<file path="src/rtl/io_pkg.sv">
// Shared constants and types for the switch/button input conditioner.
package io_pkg;

    localparam int IO_BTN_EVT_LSB   = 16;
    localparam int DB_LIMIT_DEFAULT = 500000;
    localparam int DB_CNT_W_DEFAULT = 20;

    typedef logic [31:0] io_word_t;

endpackage

</file>
<file path="src/rtl/debounce_bit.sv">
// One conditioned input bit: 2-flop synchroniser followed by a counting debouncer.
// o_rise is combinational and marks the edge on which the stable level goes 0->1.
module debounce_bit #(
    parameter int DB_LIMIT = 4,
    parameter int DB_CNT_W = 3
) (
    input  logic i_clk,
    input  logic i_rst,
    input  logic i_pin,
    output logic o_level,
    output logic o_rise
);

    localparam logic [DB_CNT_W-1:0] LIMIT_M1 = DB_CNT_W'(DB_LIMIT - 1);
    localparam logic [DB_CNT_W-1:0] CNT_ONE  = DB_CNT_W'(1);

    logic                r_sync1;
    logic                r_sync2;
    logic                r_stable;
    logic [DB_CNT_W-1:0] r_cnt;
    logic                w_accept;

    // The candidate level has differed for DB_LIMIT consecutive edges.
    assign w_accept = (r_sync2 != r_stable) && (r_cnt == LIMIT_M1);

    always_ff @(posedge i_clk) begin
        if (i_rst) begin
            r_sync1  <= 1'b0;
            r_sync2  <= 1'b0;
            r_stable <= 1'b0;
            r_cnt    <= '0;
        end else begin
            // NOTE: non-blocking assignments let each stage take the previous
            // stage's old value, which is what makes this a real 2-flop chain.
            r_sync1 <= i_pin;
            r_sync2 <= r_sync1;
            if (r_sync2 == r_stable) begin
                r_cnt <= '0;
            end else if (w_accept) begin
                r_stable <= r_sync2;
                r_cnt    <= '0;
            end else begin
                r_cnt <= r_cnt + CNT_ONE;
            end
        end
    end

    assign o_level = r_stable;
    assign o_rise  = w_accept && r_sync2;

endmodule

</file>
<file path="src/rtl/io_input_cond.sv">
// Switch/button input conditioner: synchronise and debounce every pin, latch
// sticky press events per button, and pack both into 32-bit LSU-readable words.
module io_input_cond
    import io_pkg::*;
#(
    parameter int NUM_SW         = 18,
    parameter int NUM_BTN        = 4,
    parameter int BTN_ACTIVE_LOW = 1,
    parameter int DB_LIMIT       = DB_LIMIT_DEFAULT,
    parameter int DB_CNT_W       = DB_CNT_W_DEFAULT
) (
    input  logic               i_clk,
    input  logic               i_rst,
    input  logic [NUM_SW-1:0]  i_sw_pin,
    input  logic [NUM_BTN-1:0] i_btn_pin,
    input  logic               i_evt_clr,
    input  logic [NUM_BTN-1:0] i_evt_clr_mask,
    output logic [31:0]        o_io_sw,
    output logic [31:0]        o_io_btn
);

    logic [NUM_BTN-1:0] w_btn_cond;
    logic [NUM_SW-1:0]  w_sw_level;
    logic [NUM_SW-1:0]  w_sw_rise_unused;
    logic [NUM_BTN-1:0] w_btn_level;
    logic [NUM_BTN-1:0] w_btn_rise;
    logic [NUM_BTN-1:0] w_clr_mask;
    logic [NUM_BTN-1:0] r_evt;
    io_word_t           w_sw_word;
    io_word_t           w_btn_word;

    // After this, a 1 always means "pressed" regardless of board wiring.
    assign w_btn_cond = i_btn_pin ^ {NUM_BTN{BTN_ACTIVE_LOW != 0}};

    for (genvar g = 0; g < NUM_SW; g++) begin : g_sw
        debounce_bit #(
            .DB_LIMIT (DB_LIMIT),
            .DB_CNT_W (DB_CNT_W)
        ) u_db (
            .i_clk   (i_clk),
            .i_rst   (i_rst),
            .i_pin   (i_sw_pin[g]),
            .o_level (w_sw_level[g]),
            .o_rise  (w_sw_rise_unused[g])
        );
    end

    for (genvar g = 0; g < NUM_BTN; g++) begin : g_btn
        debounce_bit #(
            .DB_LIMIT (DB_LIMIT),
            .DB_CNT_W (DB_CNT_W)
        ) u_db (
            .i_clk   (i_clk),
            .i_rst   (i_rst),
            .i_pin   (w_btn_cond[g]),
            .o_level (w_btn_level[g]),
            .o_rise  (w_btn_rise[g])
        );
    end

    assign w_clr_mask = i_evt_clr ? i_evt_clr_mask : '0;

    // Set is OR-ed in after the clear so a press coinciding with a clear is kept.
    always_ff @(posedge i_clk) begin
        if (i_rst) begin
            r_evt <= '0;
        end else begin
            r_evt <= (r_evt & ~w_clr_mask) | w_btn_rise;
        end
    end

    always_comb begin
        // NOTE: defaulting every bit first keeps this block free of latches.
        w_sw_word  = '0;
        w_btn_word = '0;
        w_sw_word[NUM_SW-1:0]                   = w_sw_level;
        w_btn_word[NUM_BTN-1:0]                 = w_btn_level;
        w_btn_word[IO_BTN_EVT_LSB +: NUM_BTN]   = r_evt;
    end

    assign o_io_sw  = w_sw_word;
    assign o_io_btn = w_btn_word;

endmodule
</file>
<file path="config.mk">
export PLATFORM = sky130hd
export DESIGN_NAME = io_input_cond
export DESIGN_NICKNAME = d
export VERILOG_FILES = /design/src/rtl/io_pkg.sv /design/src/rtl/debounce_bit.sv /design/src/rtl/io_input_cond.sv
export SDC_FILE = /design/constraint.sdc
export NUM_CORES = 1
export LEC_CHECK = 0
export BUFFER_PORTS_ARGS = -buffer_cell sky130_fd_sc_hd__buf_2
export CORE_MARGIN = 2
export CORE_UTILIZATION = 49
export DETAILED_ROUTE_END_ITERATION = 10
export GPL_TIMING_DRIVEN = 0
export PLACE_DENSITY = 0.77
export SYNTH_ARGS = -nofsm -noshare
export SYNTH_HDL_FRONTEND = slang
export SYNTH_SLANG_ARGS = --single-unit
</file>
<file path="constraint.sdc">
create_clock -name i_clk -period 3.8 [get_ports i_clk]
set_input_delay 0.57 -clock i_clk [delete_from_list [all_inputs] [get_ports i_clk]]
set_output_delay 0.57 -clock i_clk [all_outputs]
set_load 0.01 [all_outputs]
</file>
==> results.yml, run 1 <==
timing:
  fin_skew_ps: 12.7
  max_freq_ghz: 0.351
  min_period_over_period_pct: 75.0
  drv_slew: 0
  whs_ps: 140
  hold_viol_final: 0
  worstMarginPinSlew_ps: 1110
  period_needed_ps: 2850
  setup_violations: 0
  finalSetupTns_ps: 0
  worst_slew_margin_rel_pct: 26.1
  rsz0062_at_grt: "false"
setup_path:
  path_max_fanout: 10
  required_ps: 4250
  critPathMaxStageDelay_ps: 600
  crit_family: "buffers and inverters"
  critPathMostFrequentCell: "clkbuf_1"
  crit_type: "in2reg"
  crit_arrival_ps: 3300
  slowest_stage: "clkinv_1"
  crit_chain: "clkbuf_1 -> clkinv_1 -> clkbuf_1 -> o211ai_1 -> clkbuf_1 -> nor2_1"
  cp-start-kind: "input port"
  crit_buf_inv: 4
  end_kind: "flip-flop"
floorplanning:
  initial_core_util_pct: 49.7
  die_y_um: 219
  core_area_um2: 45500
  io_pins: 93
  die_w_um: 219
  rows: 78
  dieArea_um2: 47800
layout:
  layout_common_cells: "dfxtp_1, nor2_1, xnor2_1, xor2_1, nand4_1"
  fin_util_pct: 56.0
  synthToLayoutAreaGrowth_pct: 12.8
  final_common_cell: "dfxtp_1"
  nNetsFinal: 2766
  drive_gt1_share_pct: 8.82
detailed_routing:
  viasPerCell: 5.49
  routedLengthMet1_mm: 21.0
  route.met3.wl_mm: 1.90
  dr.first_iter.drc_count: 1005
  finalWirelength_mm: 47.1
  vias: 18400
  wl_per_cell_um: 14.0
  top_layer_used: "met4"
  route.met2.wl_mm: 22.8
  postRouteAntennaNets: 0
  dr.pass1.iters: 5
  drcViolationCount: 0
power:
  combPwrFrac_pct: 1.8
  p_sw_share_pct: 20.4
  clockPowerShare_pct: 47.9
  p_seq_share_pct: 50.3
  ir_drop_mv: 0.520
  power_density_nw_per_um2: 421
  internal-power_uw: 8530
  p_leak_uw: 0.00797
  switching_power_uw: 2190
clock_tree:
  clockRootBuffer: "clkbuf_16"
  cts.sinks: 510
  cts_hold_buffers: 0
  cts_setup_buffers: 0
  cts_tree: "yes"
  h-tree-depth: 2
  cts_max_path_buffers: 3
  cts_made_buffers: 52
  clock_latency_ps: 580
  clk_transition_reported_paths_ps: 60
  post_cts_resized: 0
synth:
  ys_seq_elements: 510
  yosys_warnings: 0
  ys_seq_area_share_pct: 45.2
  synth_cell_types: 55
  netlist_area_um2: 22600
  synth-async-reset-ratio_pct: 0
  synth_cells: 2571
  synth.avg_cell_area_um2: 8.78
  synth_edf_count: 0
  synth_ff_type: "dfxtp_1"
global_route:
  overflow: 0
  grt_pass1_vias: 17600
  grt_antenna_before_repair: 1
  grt_max_degree: 14
  grt_pass1_wl_mm: 79.6
  grt_usage_pct: 19.5
placed_design:
  place_congestion: 0.837
  dp_hpwl_mm: 32.9
  portBuffers: 53
min_path:
  hold_class: "in2reg"
flow_run:
  drv_cap: 0
outcome:
  status: "finished, final reports clean"
flip-flops by register name (all words and copies together) (netlist names), 18 cells and up:
signal / cells
g_sw.u_db.o_level: 18
g_sw.u_db.r_cnt: 360
g_sw.u_db.r_sync2: 18
g_btn.u_db.r_cnt: 80
g_sw.u_db.r_sync1: 18
cell families after synthesis:
logic type / Yosys count / synth area share (%)
AOI/OAI and AO/OA: 278 / 7.15
adders and majority gates: 22 / 1.22
muxes: 2 / 0.0887
DFF: 510 / 45.2
buffers and inverters: 215 / 4.64
xor gates and xnor gates: 314 / 12.2
other: 1 / 0.0166
and+or+nand+nor: 1229 / 29.5
metal layers:
layer	track usage, %	up-vias
li1	-	9319
met1	23.8	8674
met2	34.1	336
met3	3.16	92
met4	7.88	0
met5	0	-
through the flow:
stage / setup slack, ps / cell area [µm²] / total power, µW / std cells
final: 949 / 25500 / 10700 / 3355
after global routing: 839 / 25500 / 11100 / 3355
after CTS: 977 / 25500 / 10800 / 3354
after detailed placement: 347 / 23700 / 5700 / 3261
after global placement: 424 / 23700 / 5690 / 3261
after floorplan: 1490 / 22700 / 5630 / 2608
cell type report:
class | count | area (µm²)
Clock inverter | 16 | 208
Inverter | 84 | 315
Antenna cell | 1 | 2.50
Sequential cell | 510 | 10200
Multi-Input combinational cell | 1883 | 11500
Clock buffer | 77 | 1520
Timing Repair Buffer | 53 | 265
Buffer | 131 | 733
Tap cell | 600 | 751
Fill cell | 4010 | 20000
final timing paths:
kind              cells past startpoint                     end  slack [ps]              startpoint
setup / recovery                      6  g_sw[3].u_db.r_cnt[10]         950                   i_rst
setup reg to reg                      6  g_sw[11].u_db.r_cnt[8]        1190  g_sw[11].u_db.r_cnt[0]
hold / removal                        2   g_btn[1].u_db.r_sync1         140            i_btn_pin[1]
hold reg to reg                       1    g_sw[8].u_db.r_sync2         430    g_sw[8].u_db.r_sync1
cells in the mapped netlist (all sizes together), types with 6 or more instances:
cell | n | area share, %
nand4 | 147 | 4.1
and3 | 29 | 0.80
inv | 83 | 1.4
and4 | 48 | 1.9
o211ai | 6 | 0.20
nand2 | 120 | 2.0
ha | 22 | 1.2
clkbuf | 61 | 1.0
nor4 | 50 | 1.4
o21a | 6 | 0.20
xnor2 | 157 | 6.1
buf | 70 | 2.2
xor2 | 157 | 6.1
o31ai | 48 | 1.7
nand4b | 9 | 0.35
dfxtp | 510 | 45
or2 | 10 | 0.28
a21oi | 124 | 2.7
nor4b | 20 | 0.78
or4 | 65 | 2.2
nand3 | 135 | 3.0
o21ai | 84 | 1.9
or4b | 23 | 1.0
and2 | 11 | 0.30
nor3 | 54 | 1.2
nor2b | 42 | 1.2
nor2 | 365 | 6.1
or3 | 80 | 2.2
nor4bb | 6 | 0.27
power groups by stage:
stage	Sequential (µW)	Clock [µW]	Combinational, µW
floorplan	5510	0	128
global placement	5510	0	184
detailed placement	5510	0	188
CTS	5390	5260	189
global route	5390	5480	207
finish	5390	5140	188
(Power assumes the default switching activity.)
==> inputs of run 2 (changes only) <==
clock period = 2.9 ns   (was 3.8 ns; I/O delays follow)
==> results.yml, run 2 (same netlist as run 1, synthesis figures left out) <==
clock_tree:
  cts_tree: "yes"
  cts.sinks: 510
  clk_transition_reported_paths_ps: 60
  cts_made_buffers: 52
  clockRootBuffer: "clkbuf_16"
  cts_hold_buffers: 4
  cts_setup_buffers: 0
  post_cts_resized: 0
  h-tree-depth: 2
  clock_latency_ps: 580
  cts_max_path_buffers: 3
detailed_routing:
  wl_per_cell_um: 14.0
  postRouteAntennaNets: 0
  viasPerCell: 5.47
  dr.first_iter.drc_count: 969
  vias: 18400
  drcViolationCount: 0
  finalWirelength_mm: 47.0
  dr.pass1.iters: 6
outcome:
  status: "finished, final reports clean"
layout:
  layout_common_cells: "dfxtp_1, nor2_1, xnor2_1, xor2_1, nand4_1"
  fillCellCount: 4006
  seq_area_um2: 10200
  synthToLayoutAreaGrowth_pct: 12.9
  top_regs: "g_sw.u_db.r_cnt (360), g_btn.u_db.r_cnt (80)"
  nNetsFinal: 2770
  stdcell_area_um2: 25500
  regMostFlops: "g_sw.u_db.r_cnt"
  drive_gt1_share_pct: 8.81
  multi_input_area_um2: 11500
  final_common_cell: "dfxtp_1"
  largest_reg_flops: 360
  final_cells: 3359
  fin_util_pct: 56.1
power:
  p_seq_share_pct: 50.3
  p_sw_share_pct: 20.4
  switching_power_uw: 2870
  clockPowerShare_pct: 47.9
  internal-power_uw: 11200
  p_leak_uw: 0.00799
  ir_drop_mv: 0.681
  power_density_nw_per_um2: 551
  combPwrFrac_pct: 1.8
setup_path:
  r2r_cells: 6
  critPathMaxStageDelay_ps: 600
  crit_type: "in2reg"
  crit_arrival_ps: 3170
  crit_cells: 6
  crit_family: "buffers and inverters"
  critPathMostFrequentCell: "clkbuf_1"
  crit_chain: "clkbuf_1 -> clkinv_1 -> clkbuf_1 -> o211ai_1 -> clkbuf_1 -> nor2_1"
  r2r_setup_slack_ps: 300
  slowest_stage: "clkinv_1"
  required_ps: 3350
  reg2reg_to: "g_sw[11].u_db.r_cnt[8]"
  cp-start-kind: "input port"
  end_kind: "flip-flop"
  crit_buf_inv: 4
  path_max_fanout: 10
  r2r-start: "g_sw[11].u_db.r_cnt[0]"
timing:
  whs_ps: 64.1
  min_period_over_period_pct: 93.7
  worst_slew_margin_rel_pct: 26.2
  rsz0062_at_grt: "false"
  period_needed_ps: 2720
  fin_skew_ps: 12.9
  setup_violations: 0
  hold_viol_final: 0
  worstMarginPinSlew_ps: 1110
  drv_slew: 0
  max_freq_ghz: 0.368
global_route:
  grt_antenna_before_repair: 1
  overflow: 0
  grt_pass1_vias: 17600
  grt_usage_pct: 19.5
  grt_max_degree: 14
  grt_pass1_wl_mm: 79.6
placed_design:
  dpl.cell_count: 3261
  place_congestion: 0.837
  placed_cell_area_um2: 23700
  portBuffers: 53
  dp_hpwl_mm: 32.9
min_path:
  whs_path_depth: 2
  whs_endpoint: "g_sw[10].u_db.r_sync1"
  hold_class: "in2reg"
  min_from: "i_sw_pin[10]"
floorplanning:
  die_y_um: 219
  core_area_um2: 45500
  io_pins: 93
  initial_core_util_pct: 49.7
  dieArea_um2: 47800
  die_w_um: 219
  rows: 78
flow_run:
  drv_cap: 0
## run 2: cell types whose count changed in the layout (fill, tap and decap cells not counted)
| cell | previous run | this run |
|---|---|---|
| dlygate4sd3_1 | 0 | 4 |
## run 2: cell type report
| type | instances | share of cell area (%) |
|---|---|---|
| Clock inverter | 16 | 0.814 |
| Inverter | 84 | 1.24 |
| Buffer | 131 | 2.87 |
| Tap cell | 600 | 2.94 |
| Antenna cell | 1 | 0.00981 |
| Sequential cell | 510 | 40.0 |
| Multi-Input combinational cell | 1883 | 44.9 |
| Clock buffer | 77 | 5.95 |
| Timing Repair Buffer | 57 | 1.20 |
## run 2: metrics by stage
step | total power (µW) | setup WS [ps] | TNS [ps]
detailed placement | 7470 | -418 | -8550
finish | 14000 | 183 | 0
CTS | 14200 | 212 | 0
floorplan | 7380 | 592 | 0
global placement | 7460 | -341 | -3380
global route | 14500 | 57.9 | 0
## run 2: how the worst max path moves through the flow
stage                                       from                 endpoint  slack [ps]
after floorplan           g_sw[11].u_db.r_cnt[0]  g_sw[11].u_db.r_cnt[11]         590
after global placement                     i_rst   g_sw[3].u_db.r_cnt[15]        -340
after detailed placement                   i_rst   g_sw[3].u_db.r_cnt[10]        -420
after CTS                                  i_rst   g_sw[3].u_db.r_cnt[10]         210
after global routing       g_sw[3].u_db.r_cnt[0]   g_sw[3].u_db.r_cnt[10]          60
final                                      i_rst   g_sw[3].u_db.r_cnt[10]         180
## run 2: power by group through the flow
stage,Combinational [µW],Clock [µW],Sequential (µW)
after global routing,277,7180,7070
after global placement,241,0,7220
after floorplan,167,0,7210
after detailed placement,246,0,7220
after CTS,252,6890,7070
final,250,6730,7070
## run 2: worst register-to-register path, stage by stage, from the launching register on
cell and delay [ps]:
dfxtp_1 410, ha_1 320, or4b_4 490, or4_4 530, o31ai_4 480, buf_6 210, nor2_1 60
## run 2: per-layer routing
metal	track usage, %	up-vias	routed length (µm)
met5	0	-	0
met3	3.16	92	1830
met2	34.0	297	22800
met4	8.02	0	1460
met1	23.8	8654	21000
li1	-	9317	-
==> inputs of run 3 (changes only) <==
GPL_TIMING_DRIVEN = unset   (was 0)
==> results.yml, run 3 (same netlist as run 1, synthesis figures left out) <==
timing:
  setup_violations: 0
  hold_viol_final: 0
  worst_slew_margin_rel_pct: 13.4
  max_freq_ghz: 0.409
  whs_ps: 40.9
  worstMarginPinSlew_ps: 1300
  min_period_over_period_pct: 84.3
  setup_ws_ps: 456
  finalSetupTns_ps: 0
  period_needed_ps: 2440
  drv_slew: 0
  rsz0062_at_grt: "false"
  fin_skew_ps: 18.1
global_route:
  grt_pass1_vias: 17300
  grt_pass1_wl_mm: 76.4
  grt_max_degree: 73
  overflow: 0
  grt_antenna_before_repair: 0
  grt_usage_pct: 18.4
setup_path:
  cp-start-kind: "flip-flop"
  end_kind: "flip-flop"
  slowest_stage: "or4_4"
  path_max_fanout: 6
  required_ps: 3430
  r2r-start: "g_sw[11].u_db.r_cnt[0]"
  crit_type: "reg2reg"
  r2r_cells: 5
  crit_arrival_ps: 2970
  critPathMaxStageDelay_ps: 520
  crit_chain: "ha_1 -> or4b_4 -> or4_4 -> or4b_1 -> a21oi_1"
  reg2reg_to: "g_sw[11].u_db.o_level"
  r2r_setup_slack_ps: 460
detailed_routing:
  postRouteAntennaNets: 0
  drcViolationCount: 0
  viasPerCell: 5.55
  wl_per_cell_um: 13.7
  vias: 18100
  finalWirelength_mm: 44.7
  dr.first_iter.drc_count: 998
  dr.pass1.iters: 5
floorplanning:
  rows: 78
  die_w_um: 219
  io_pins: 93
  core_area_um2: 45500
  initial_core_util_pct: 49.7
  die_y_um: 219
  dieArea_um2: 47800
min_path:
  whs_path_depth: 2
  hold_class: "in2reg"
  whs_endpoint: "g_sw[4].u_db.r_sync1"
  min_from: "i_sw_pin[4]"
layout:
  layout_common_cells: "dfxtp_1, nor2_1, xnor2_1, xor2_1, nand4_1"
  synthToLayoutAreaGrowth_pct: 11.4
  drive_gt1_share_pct: 8.19
  seq_area_um2: 10200
  regMostFlops: "g_sw.u_db.r_cnt"
  fillCellCount: 4037
  final_common_cell: "dfxtp_1"
  nNetsFinal: 2669
  n_antenna_cell: 0
  top_regs: "g_sw.u_db.r_cnt (360), g_btn.u_db.r_cnt (80)"
  largest_reg_flops: 360
  multi_input_area_um2: 11500
outcome:
  status: "finished, final reports clean"
clock_tree:
  post_cts_resized: 0
  cts_made_buffers: 55
  clock_latency_ps: 600
  cts.sinks: 510
  h-tree-depth: 2
  cts_tree: "yes"
  clk_transition_reported_paths_ps: 60
  clockRootBuffer: "clkbuf_16"
  cts_max_path_buffers: 3
placed_design:
  place_congestion: 0.848
  dp_hpwl_mm: 30.4
  place_ws_ps: 464
  portBuffers: 54
power:
  p_leak_uw: 0.00776
  ir_drop_mv: 0.435
  power_density_nw_per_um2: 573
flow_run:
  drv_cap: 0
-- run 3: cell count changes in the layout (fill, tap and decap cells not counted), sizes merged --
cell	change
buf	-43
clkbuf	-62
clkinv	+6
clkinvlp	+2
diode	-1
inv	+2
-- run 3: metrics by stage --
| stage | instance area, µm² | cells | total power [µW] | util (%) |
|---|---|---|---|---|
| after floorplan | 22700 | 2608 | 7380 | - |
| after global placement | 23200 | 3157 | 7410 | 51.1 |
| after detailed placement | 23200 | 3157 | 7420 | 51.1 |
| after CTS | 25200 | 3263 | 14600 | 55.3 |
| after global routing | 25200 | 3263 | 14900 | 55.3 |
| final | 25200 | 3263 | 14400 | 55.3 |
-- run 3: timing repair --
action | in CTS | in global routing
hold buffers | 4 | 0
setup buffers | 0 | 0
hold endpoints to repair | 4 | 0
-- run 3: cell type report --
type                            instances  area share [%]
Inverter                               84            1.25
Clock buffer                           76            6.35
Tap cell                              600            2.98
Sequential cell                       510            40.6
Clock inverter                         26            1.15
Multi-Input combinational cell       1883            45.6
Timing Repair Buffer                   84            2.07
-- run 3: metal layers --
layer	wire [µm]	GRT usage [%]	up-vias	share of wire, %
met2	21600	32.4	328	48
met4	1290	6.85	0	2.9
met3	1820	3.47	98	4.1
met5	0	0	-	0
li1	-	-	9113	-
met1	19900	22.4	8568	45
-- run 3: power breakdown --
part           internal, µW  switching [µW]  total [µW]
Clock                  4300            2860        7150
Sequential             7040            23.0        7070
Combinational          65.1             135         200
Total                 11400            3020       14400
-- run 3: worst max-delay path: cells and delay by family (launching register included) --
family	cells	cell delay (ps)
AO/OA/AOI/OAI	1	140
flip-flops	1	400
adder cells (fa/ha/maj)	1	310
AND/OR/NAND/NOR	3	1530
-- run 3: worst max-delay path by stage --
stage,startpoint,to,slack (ps),cells after the start
finish,g_sw[11].u_db.r_cnt[0],g_sw[11].u_db.o_level,460,5
global route,g_sw[1].u_db.r_cnt[8],g_sw[1].u_db.r_cnt[10],290,4
CTS,g_sw[11].u_db.r_cnt[0],g_sw[11].u_db.o_level,460,5
detailed placement,g_sw[11].u_db.r_cnt[0],g_sw[11].u_db.o_level,460,5
global placement,g_sw[11].u_db.r_cnt[0],g_sw[11].u_db.o_level,490,5
floorplan,g_sw[11].u_db.r_cnt[0],g_sw[11].u_db.r_cnt[11],590,6
